<file path="src/rtl/timer_pkg.sv">
`default_nettype none
// ============================================================================
//  Module      : timer_pkg
//  Description : Shared types for the timer front end (control FSM states).
//  Revision    : 1.0 - initial release
// ============================================================================
package timer_pkg;

  // Control FSM encoding shared by the tick generator and any observers.
  typedef enum logic [1:0] {
    IDLE  = 2'b00,
    RUN   = 2'b01,
    PAUSE = 2'b10
  } timer_state_t;

endpackage : timer_pkg
`default_nettype wire

</file>
<file path="src/rtl/btn_debounce.sv">
`default_nettype none
// ============================================================================
//  Module      : btn_debounce
//  Description : 2-flop synchronizer, stability-count debouncer and registered
//                rising-edge detect. Produces a one-cycle press pulse; releases
//                produce nothing.
//  Revision    : 1.0 - initial release
// ============================================================================
module btn_debounce
  import timer_pkg::*;
#(
  parameter int DB_CNT = 500000
) (
  input  logic clk,
  input  logic rst_n,
  input  logic btn,
  output logic press
);

  localparam int            CW        = (DB_CNT > 1) ? $clog2(DB_CNT) : 1;
  localparam logic [CW-1:0] C_CNT_MAX = CW'(DB_CNT - 1);

  logic          r_sync1;
  logic          r_sync2;
  logic          r_db;
  logic          r_db_d;
  logic          r_press;
  logic [CW-1:0] r_cnt;

  // Two-stage synchronizer for the asynchronous raw button.
  always_ff @(posedge clk or negedge rst_n) begin
    if (!rst_n) begin
      r_sync1 <= 1'b0;
      r_sync2 <= 1'b0;
    end else begin
      r_sync1 <= btn;
      r_sync2 <= r_sync1;
    end
  end

  // Debounced level follows the synchronized level only after DB_CNT
  // consecutive mismatching cycles; any agreement restarts the count.
  always_ff @(posedge clk or negedge rst_n) begin
    if (!rst_n) begin
      r_cnt <= '0;
      r_db  <= 1'b0;
    end else if (r_sync2 == r_db) begin
      r_cnt <= '0;
    end else if (r_cnt == C_CNT_MAX) begin
      r_cnt <= '0;
      r_db  <= r_sync2;
    end else begin
      r_cnt <= r_cnt + 1'b1;
    end
  end

  // Registered rising-edge detect on the debounced level.
  always_ff @(posedge clk or negedge rst_n) begin
    if (!rst_n) begin
      r_db_d  <= 1'b0;
      r_press <= 1'b0;
    end else begin
      r_db_d  <= r_db;
      r_press <= r_db & ~r_db_d;
    end
  end

  assign press = r_press;

endmodule : btn_debounce
`default_nettype wire

</file>
<file path="src/rtl/timer_tick_gen.sv">
`default_nettype none
// ============================================================================
//  Module      : timer_tick_gen
//  Description : Timer chain front end. Debounces start/stop and clear
//                buttons, runs the IDLE/RUN/PAUSE control FSM and divides clk
//                into a one-cycle tick every DIV clocks while running.
//  Revision    : 1.0 - initial release
// ============================================================================
module timer_tick_gen
  import timer_pkg::*;
#(
  parameter int DIV    = 500000,
  parameter int DB_CNT = 500000
) (
  input  logic clk,
  input  logic rst_n,
  input  logic btn_ss,
  input  logic btn_clr,
  output logic tick,
  output logic running,
  output logic clr
);

  localparam int            PW        = (DIV > 1) ? $clog2(DIV) : 1;
  localparam logic [PW-1:0] C_PRE_MAX = PW'(DIV - 1);

  logic          w_ss_press;
  logic          w_clr_press;

  timer_state_t  r_state;
  timer_state_t  w_state_nxt;
  logic [PW-1:0] r_pre;
  logic [PW-1:0] w_pre_nxt;
  logic          r_tick;
  logic          w_tick_nxt;
  logic          r_running;
  logic          w_running_nxt;
  logic          r_clr;
  logic          w_clr_nxt;

  btn_debounce #(
    .DB_CNT (DB_CNT)
  ) u_db_ss (
    .clk   (clk),
    .rst_n (rst_n),
    .btn   (btn_ss),
    .press (w_ss_press)
  );

  btn_debounce #(
    .DB_CNT (DB_CNT)
  ) u_db_clr (
    .clk   (clk),
    .rst_n (rst_n),
    .btn   (btn_clr),
    .press (w_clr_press)
  );

  // State, prescaler and output strobes all update together.
  always_ff @(posedge clk or negedge rst_n) begin
    if (!rst_n) begin
      r_state   <= IDLE;
      r_pre     <= '0;
      r_tick    <= 1'b0;
      r_running <= 1'b0;
      r_clr     <= 1'b0;
    end else begin
      r_state   <= w_state_nxt;
      r_pre     <= w_pre_nxt;
      r_tick    <= w_tick_nxt;
      r_running <= w_running_nxt;
      r_clr     <= w_clr_nxt;
    end
  end

  // Next state and prescaler; clear beats start/stop, and any acted-on press
  // freezes the prescaler and suppresses the tick on that edge.
  always_comb begin
    w_state_nxt = r_state;
    w_pre_nxt   = r_pre;
    w_tick_nxt  = 1'b0;
    w_clr_nxt   = 1'b0;

    if (w_clr_press) begin
      w_state_nxt = IDLE;
      w_pre_nxt   = '0;
      w_clr_nxt   = 1'b1;
    end else if (w_ss_press) begin
      case (r_state)
        IDLE:    w_state_nxt = RUN;
        RUN:     w_state_nxt = PAUSE;
        PAUSE:   w_state_nxt = RUN;
        default: begin
          w_state_nxt = IDLE;
          w_pre_nxt   = '0;
        end
      endcase
    end else begin
      case (r_state)
        IDLE:    w_pre_nxt = '0;
        RUN: begin
          if (r_pre == C_PRE_MAX) begin
            w_pre_nxt  = '0;
            w_tick_nxt = 1'b1;
          end else begin
            w_pre_nxt  = r_pre + 1'b1;
          end
        end
        PAUSE:   w_pre_nxt = r_pre;
        default: begin
          w_state_nxt = IDLE;
          w_pre_nxt   = '0;
        end
      endcase
    end

    w_running_nxt = (w_state_nxt == RUN);
  end

  assign tick    = r_tick;
  assign running = r_running;
  assign clr     = r_clr;

endmodule : timer_tick_gen
`default_nettype wire

</file>
<file path="config.mk">
export PLATFORM = sky130hd
export DESIGN_NAME = timer_tick_gen
export DESIGN_NICKNAME = d
export VERILOG_FILES = /design/src/rtl/timer_pkg.sv /design/src/rtl/btn_debounce.sv /design/src/rtl/timer_tick_gen.sv
export SDC_FILE = /design/constraint.sdc
export NUM_CORES = 1
export LEC_CHECK = 0
export CAP_MARGIN = 25
export CELL_PAD_IN_SITES_DETAIL_PLACEMENT = 1
export CELL_PAD_IN_SITES_GLOBAL_PLACEMENT = 2
export CORE_MARGIN = 2
export CORE_UTILIZATION = 37
export CTS_CLUSTER_SIZE = 28
export DETAILED_ROUTE_END_ITERATION = 8
export PLACE_DENSITY = 0.83
export SETUP_SLACK_MARGIN = 0.2
export SLEW_MARGIN = 25
export SYNTH_ARGS = -nofsm -noshare
export SYNTH_HDL_FRONTEND = slang
export SYNTH_SLANG_ARGS = --single-unit
export TNS_END_PERCENT = 1
</file>
<file path="constraint.sdc">
create_clock -name clk -period 1.74 [get_ports clk]
set_input_delay 0.261 -clock clk [delete_from_list [all_inputs] [get_ports clk]]
set_output_delay 0.261 -clock clk [all_outputs]
set_load 0.01 [all_outputs]
</file>
Word level (Yosys, flattened, before mapping)
Cells that the tools add are included.
{"block": "word_totals", "regBits": 72, "input_bits": 4, "out_inout_bits": 3, "wordCells": 60}
{"block": "op_classes", "addsub": 3, "eq_ne": 10, "n_mux": 18, "bitwise_logic": 6, "reduce_logical": 6}
{"operator": "19-bit 2-to-1 mux", "count": 8}
{"operator": "19-bit by 1-bit adder with 19-bit output (second input constant)", "count": 3}
{"operator": "19-bit equality test (second input constant)", "count": 3}
{"operator": "19-bit one-hot mux with 2 select lines", "count": 1}
{"operator": "2-bit 2-to-1 mux", "count": 3}
{"operator": "2-bit AND reduction", "count": 3}
{"operator": "1-bit 2-to-1 mux", "count": 5}
{"operator": "2-bit by 1-bit equality test with 1-bit output (second input constant)", "count": 2}
{"operator": "1-bit NOT", "count": 4}
{"operator": "2-bit one-hot mux with 2 select lines", "count": 1}
{"operator": "3-bit by 1-bit inequality test with 1-bit output (second input constant)", "count": 1}
{"operator": "3-bit by 2-bit inequality test with 1-bit output (second input constant)", "count": 1}
{"operator": "3-bit OR reduction", "count": 1}
{"operator": "1-bit AND", "count": 2}
{"operator": "1-bit equality test", "count": 2}
{"operator": "2-bit equality test (second input constant)", "count": 1}
{"operator": "2-bit logical NOT", "count": 1}
{"operator": "2-bit OR reduction", "count": 1}

Longest topological paths before layout
Gate-level depths: netlist of run 1.
{"block": "logic_depth", "depth_word": 6, "depth_mapped": 8}

Cells and area by module
A second synthesis of run 1 with hierarchy kept.
{"block": "hier_totals", "hier_cells": 359, "area_unflattened_um2": 3583.4}
{"mod": "btn_debounce", "n_inst": 2, "cells_per_inst": 108, "area_per_inst_um2": 1136.1, "seq_area_each_um2": 600.6}
{"mod": "timer_tick_gen", "n_inst": 1, "cells_per_inst": 143, "area_per_inst_um2": 1311.3, "seq_area_each_um2": 600.6}

Worst setup path before layout of run 1
No wires, ideal clock.
{"block": "synth_timing", "path_kind": "reg-to-reg", "startpoint": "register r_pre[0]", "endpoint": "register r_pre[13]", "setup_time_ns": 0.116, "arrival_ns": 1.625, "required_time_ns": 1.624, "slack_ns": 0.000, "stages_incl_launch_ff": 8, "path_buffers": 2, "period_less_slack_ns": 1.740, "path_cell_list": "dfrtp_1 > ha_1 > and4_1 > buf_2 > nand2_1 > o21ai_2 > buf_4 > o311ai_0"}
{"block": "synth_via", "elab_chain_len": 5, "elab_cells_between_ends": 6, "classes_between": "add/sub (1); eq/ne (1); mux (4)"}
{"item": "from (decl)", "line_no": "timer_tick_gen.sv:32", "source": "logic [PW-1:0] r_pre;"}
{"item": "from (signal assigned)", "line_no": "timer_tick_gen.sv:69", "source": "r_pre <= w_pre_nxt;"}
{"item": "19-bit by 1-bit adder with 19-bit output or 19-bit equality test (tied branches)", "line_no": "timer_tick_gen.sv:106, timer_tick_gen.sv:102"}
{"item": "19-bit 2-to-1 mux (*)", "line_no": "timer_tick_gen.sv:102", "source": "if (r_pre == C_PRE_MAX) begin"}
{"item": "19-bit one-hot mux with 2 select lines (*)", "line_no": "timer_tick_gen.sv:99", "source": "case (r_state)"}
{"item": "19-bit 2-to-1 mux (*)", "line_no": "timer_tick_gen.sv:88", "source": "end else if (w_ss_press) begin"}
{"item": "19-bit 2-to-1 mux (*)", "line_no": "timer_tick_gen.sv:84", "source": "if (w_clr_press) begin"}
Every way passes the cells marked *; elsewhere a longest branch is shown, timed or not.
A chain may end at the register's enable or synchronous reset.

Worst setup path after layout of run 1
{"block": "layout_timing", "startpoint": "register u_db_clr.r_cnt[9]", "endpoint": "register u_db_clr.r_cnt[7]"}
{"block": "layout_via", "elab_chain_len": 3}
{"item": "from (decl)", "line_no": "btn_debounce.sv:28", "source": "logic [CW-1:0] r_cnt;"}
{"item": "from (signal assigned)", "line_no": "btn_debounce.sv:53", "source": "r_cnt <= r_cnt + 1'b1;"}
{"item": "19-bit equality test", "line_no": "btn_debounce.sv:49", "source": "end else if (r_cnt == C_CNT_MAX) begin"}
{"item": "19-bit 2-to-1 mux", "line_no": "btn_debounce.sv:49"}
{"item": "19-bit 2-to-1 mux", "line_no": "btn_debounce.sv:47", "source": "end else if (r_sync2 == r_db) begin"}
Every way passes these cells.

==> out/qor.txt, run 1 <==
GRT
--------------------------------------------------------------------------------
Global Route Usage Sum                                                    16.94%
Number of antenna violations at the first check in global routing              0
Congestion Overflow GR                                                         0
Via count of the first global-routing pass                                  2826
Largest net degree at the start of global routing                             36
Wire length of the first global-routing pass                            13450 um

TIMING
--------------------------------------------------------------------------------
Worst slew margin relative to its limit                                   68.54%
RSZ-0062 raised after global routing                                        true
Pin slew with the least headroom to its limit                           467.6 ps
Max Freq                                                              0.5697 GHz
Final setup violating endpoints                                                2
Endpoints failing hold                                                         0
Worst Clk Skew                                                          16.40 ps
Share of the clock period used by the worst path                          100.9%
Least setup slack across all paths after layout                        -15.18 ps
Clock period minus final worst setup slack                               1755 ps
Max Slew Vio Count                                                             0

POWER AND IR DROP
--------------------------------------------------------------------------------
Total power                                                             2.981 mW
LEAKAGE                                                                 1.856 nW
Total power per unit cell area                                      682.2 mW/mm^2
Highest ir drop seen on vdd                                          0.0003196 V

LOGIC SYNTHESIS
--------------------------------------------------------------------------------
Synth Area per Inst                                                   10.25 um^2
Post-synth design cell area                                         0.003445 mm^2
Syn_nets                                                                     343
Post-synthesis sequential area ratio                                      52.31%
Post-synthesis cell type count                                                48
Count of synthesis-stage warnings from yosys                                   0
Count of state elements after synthesis                                       72
Synthesized instance count                                                   336

FLOORPLANNING
--------------------------------------------------------------------------------
Die extent in x                                                         100.5 um
Top-level I/O count                                                            7
Die Outline Area                                                    0.01010 mm^2
Die extent in y                                                         100.5 um
Initial Util                                                              37.64%
Site Rows                                                                     35
Core area                                                           0.009153 mm^2

CLOCK NETWORK
--------------------------------------------------------------------------------
Number of buffers between clock root and the deepest sink                      2
TritonCTS sink count                                                          72
Cell at the root of the clock tree                                  sky130_fd_sc_hd__clkbuf_8
Clock buffers created by TritonCTS                                             9
Number of levels the H-tree was split into                                     3
CTS tree                                                                     yes
Clk Latency, worst-skew pair                                              350 ps
Clock slew at reported path FFs                                            80 ps

DETAILED ROUTING
--------------------------------------------------------------------------------
Drt initial violations                                                        78
Remaining routing DRC violations                                               0
Wire length on met3                                                       140 um
Metal1 wirelength                                                        3718 um
Remaining antenna violation count after routing                                0
Uppermost routed layer                                                      met4
Via density                                                                5.362
Routed via count                                                            2697
Met2 wirelength from detailed routing                                    4314 um
DRT Wirelength                                                           8297 um
Detailed-router iteration count before antenna repair                          4
Routed wire length per instance                                         16.50 um

LAYOUT
--------------------------------------------------------------------------------
Highest-count cells in the layout ignoring fill and taps            sky130_fd_sc_hd__dfrtp_1 (71), sky130_fd_sc_hd__nor2_1 (42), sky130_fd_sc_hd__nand2_1 (39)
Most common library cell in the layout ignoring fill and taps       sky130_fd_sc_hd__dfrtp_1
Layout cell share with drive strength beyond 1                            28.06%
Antenna diode count                                                            0
Final #Nets                                                                  394
Layout-stage area growth over the synthesis result                        26.84%

SETUP PATH
--------------------------------------------------------------------------------
Critical setup path kind                                              reg -> reg
Depth of the worst register-to-register path                                   5
Slack of the worst reg-to-reg path                                        -20 ps
Origin of the critical flop-to-flop path                            u_db_clr.r_cnt[9]$_DFF_PN0_
Worst Setup End Kind                                                    register
Beginning of the critical path                                      u_db_clr.r_cnt[9]$_DFF_PN0_
Required time of the critical path                                       1970 ps
Crit path arrival time                                                   1990 ps
Critical path fanouts, max                                                     4
Launching element type of the critical path                             register
End of the worst register-to-register path                          u_db_clr.r_cnt[7]$_DFF_PN0_

PLACE
--------------------------------------------------------------------------------
Post-DP HPWL                                                             5449 um
Pre-CTS worst setup slack                                               19.34 ps
Port buffer count                                                              6
Placer congestion estimate                                                0.7879

STATUS
--------------------------------------------------------------------------------
Failing checks                                                      setup timing
Outcome                                                             finished, violations left

HOLD PATH
--------------------------------------------------------------------------------
Min-delay worst type                                                 in -> async

RUN
--------------------------------------------------------------------------------
Max-capacitance violation count                                                0

critical path, cell delays in order, from the launching register on:
cell and delay [ps]:
sky130_fd_sc_hd__dfrtp_1 390, sky130_fd_sc_hd__or4_4 550, sky130_fd_sc_hd__nor4_4 310, sky130_fd_sc_hd__or2_4 210, sky130_fd_sc_hd__buf_4 140, sky130_fd_sc_hd__nor2_1 50
worst max-delay path by stage:
stage	slack, ps	depth (start not counted)	end
floorplan	50	8	u_db_clr.r_cnt[16]$_DFF_PN0_
global placement	50	6	r_pre[17]$_DFFE_PN0P_
detailed placement	20	6	r_pre[8]$_DFFE_PN0P_
CTS	0.7	7	u_db_clr.r_cnt[14]$_DFF_PN0_
global route	-160	6	u_db_clr.r_cnt[16]$_DFF_PN0_
finish	-20	5	u_db_clr.r_cnt[7]$_DFF_PN0_
cell families (layout without fill, tap and decap cells):
| family | after synthesis | after routing | synth area share [%] |
|---|---|---|---|
| and+or+nand+nor | 177 | 177 | 27.02 |
| DFF | 72 | 72 | 52.31 |
| xor gates and xnor gates | 36 | 36 | 9.154 |
| AOI/OAI and AO/OA | 32 | 32 | 6.756 |
| buffers and inverters | 13 | 69 | 2.724 |
| adders and majority gates | 3 | 3 | 1.090 |
| muxes | 3 | 3 | 0.9444 |
routing by layer:
metal / track usage [%] / up-vias
met5: 0 / -
met4: 7.376 / 0
met3: 3.051 / 9
met2: 28.70 / 25
met1: 21.25 / 1373
li1: - / 1290
cell usage after synthesis, drive strengths merged:
| cell type | n | area, um^2 |
|---|---|---|
| dfrtp | 72 | 1802 |
| nor2 | 51 | 191.4 |
| nand2 | 41 | 153.9 |
| nand3 | 26 | 130.1 |
| xnor2 | 19 | 166.4 |
| xor2 | 17 | 148.9 |
| and3 | 11 | 73.82 |
| and4 | 11 | 96.34 |
| buf | 9 | 77.57 |
| nand4 | 8 | 65.06 |
| o311ai | 8 | 70.07 |
| o21ai | 7 | 38.78 |
| nor3 | 6 | 30.03 |
| a31oi | 5 | 31.28 |
| and2 | 4 | 25.02 |
| nor4 | 4 | 31.28 |
| or4 | 4 | 30.03 |
| ha | 3 | 37.54 |
| inv | 3 | 11.26 |
| nor4b | 3 | 41.29 |
| a21o | 2 | 15.01 |
| a21oi | 2 | 10.01 |
| mux2 | 2 | 22.52 |
| nor2b | 2 | 12.51 |
| o211ai | 2 | 15.01 |
| or2 | 2 | 12.52 |
| a211o | 1 | 8.760 |
| a211oi | 1 | 12.51 |
| a22o | 1 | 8.760 |
| a41oi | 1 | 8.760 |
| and4bb | 1 | 12.51 |
| clkbuf | 1 | 5.000 |
| mux2i | 1 | 10.01 |
| nand3b | 1 | 7.510 |
| nor3b | 1 | 7.510 |
| nor4bb | 1 | 10.01 |
| o21a | 1 | 7.510 |
| o22ai | 1 | 6.260 |
report_power, final:
group | internal, mW | switching (mW) | leakage [nW]
logic | 0.0449 | 0.0709 | 0.776
clock network | 0.548 | 0.617 | 0.0899
registers | 1.69 | 0.0112 | 0.990
total | 2.28 | 0.699 | 1.86
registers in the layout (all words and copies together), names as in the netlist:
signal,count
r_pre,19
u_db_clr.r_cnt,19
u_db_ss.r_cnt,19
r_state,2
clr,1
running,1
tick,1
u_db_clr.press,1
u_db_clr.r_db,1
u_db_clr.r_db_d,1
u_db_clr.r_sync1,1
u_db_clr.r_sync2,1
u_db_ss.press,1
u_db_ss.r_db,1
u_db_ss.r_db_d,1
u_db_ss.r_sync1,1
u_db_ss.r_sync2,1
through the flow:
step / TNS [ps] / utilization, % / instances / area (um^2) / hold WS (ps)
after detailed placement: 0 / 42.32 / 481 / 3874 / 188.0
final: -18.61 / 47.74 / 503 / 4369 / 348.3
after floorplan: 0 / - / 336 / 3450 / -34.59
after global placement: 0 / 42.32 / 481 / 3874 / 185.6
after CTS: 0 / 44.24 / 498 / 4049 / 348.7
after global routing: -1503 / 47.74 / 503 / 4369 / 363.7
layout make-up:
class                           instances  area (um^2)
Sequential cell                        72         1803
Fill cell                             999         4783
Clock inverter                          4        20.02
Inverter                                3        11.26
Timing Repair Buffer                   50        452.9
Tap cell                              111        138.9
Clock buffer                           12        145.1
Multi-Input combinational cell        251         1798
timing repair:
action / 4_1_cts / 5_1_grt
pin swaps: 0 / 42
buffers inserted: 0 / 3
hold endpoints to repair: 21 / 0
gates cloned: 0 / 2
hold buffers: 1 / 0
setup endpoints to repair: 56 / 57
resized for setup: 0 / 73
Note: power is estimated with default switching activity, not from simulation.
==> run 2, diff against run 1 <==
ABC_CLOCK_PERIOD_IN_PS = 1740   (was default)
==> results of run 2 <==
Same layout as run 1: the final DEF is identical, and so are final timing and power.
==> run 3, diff against run 2 <==
CTS_CLUSTER_DIAMETER = 100   (was default)
==> results of run 3 <==
Same layout as run 1: the final DEF is identical, and so are final timing and power.
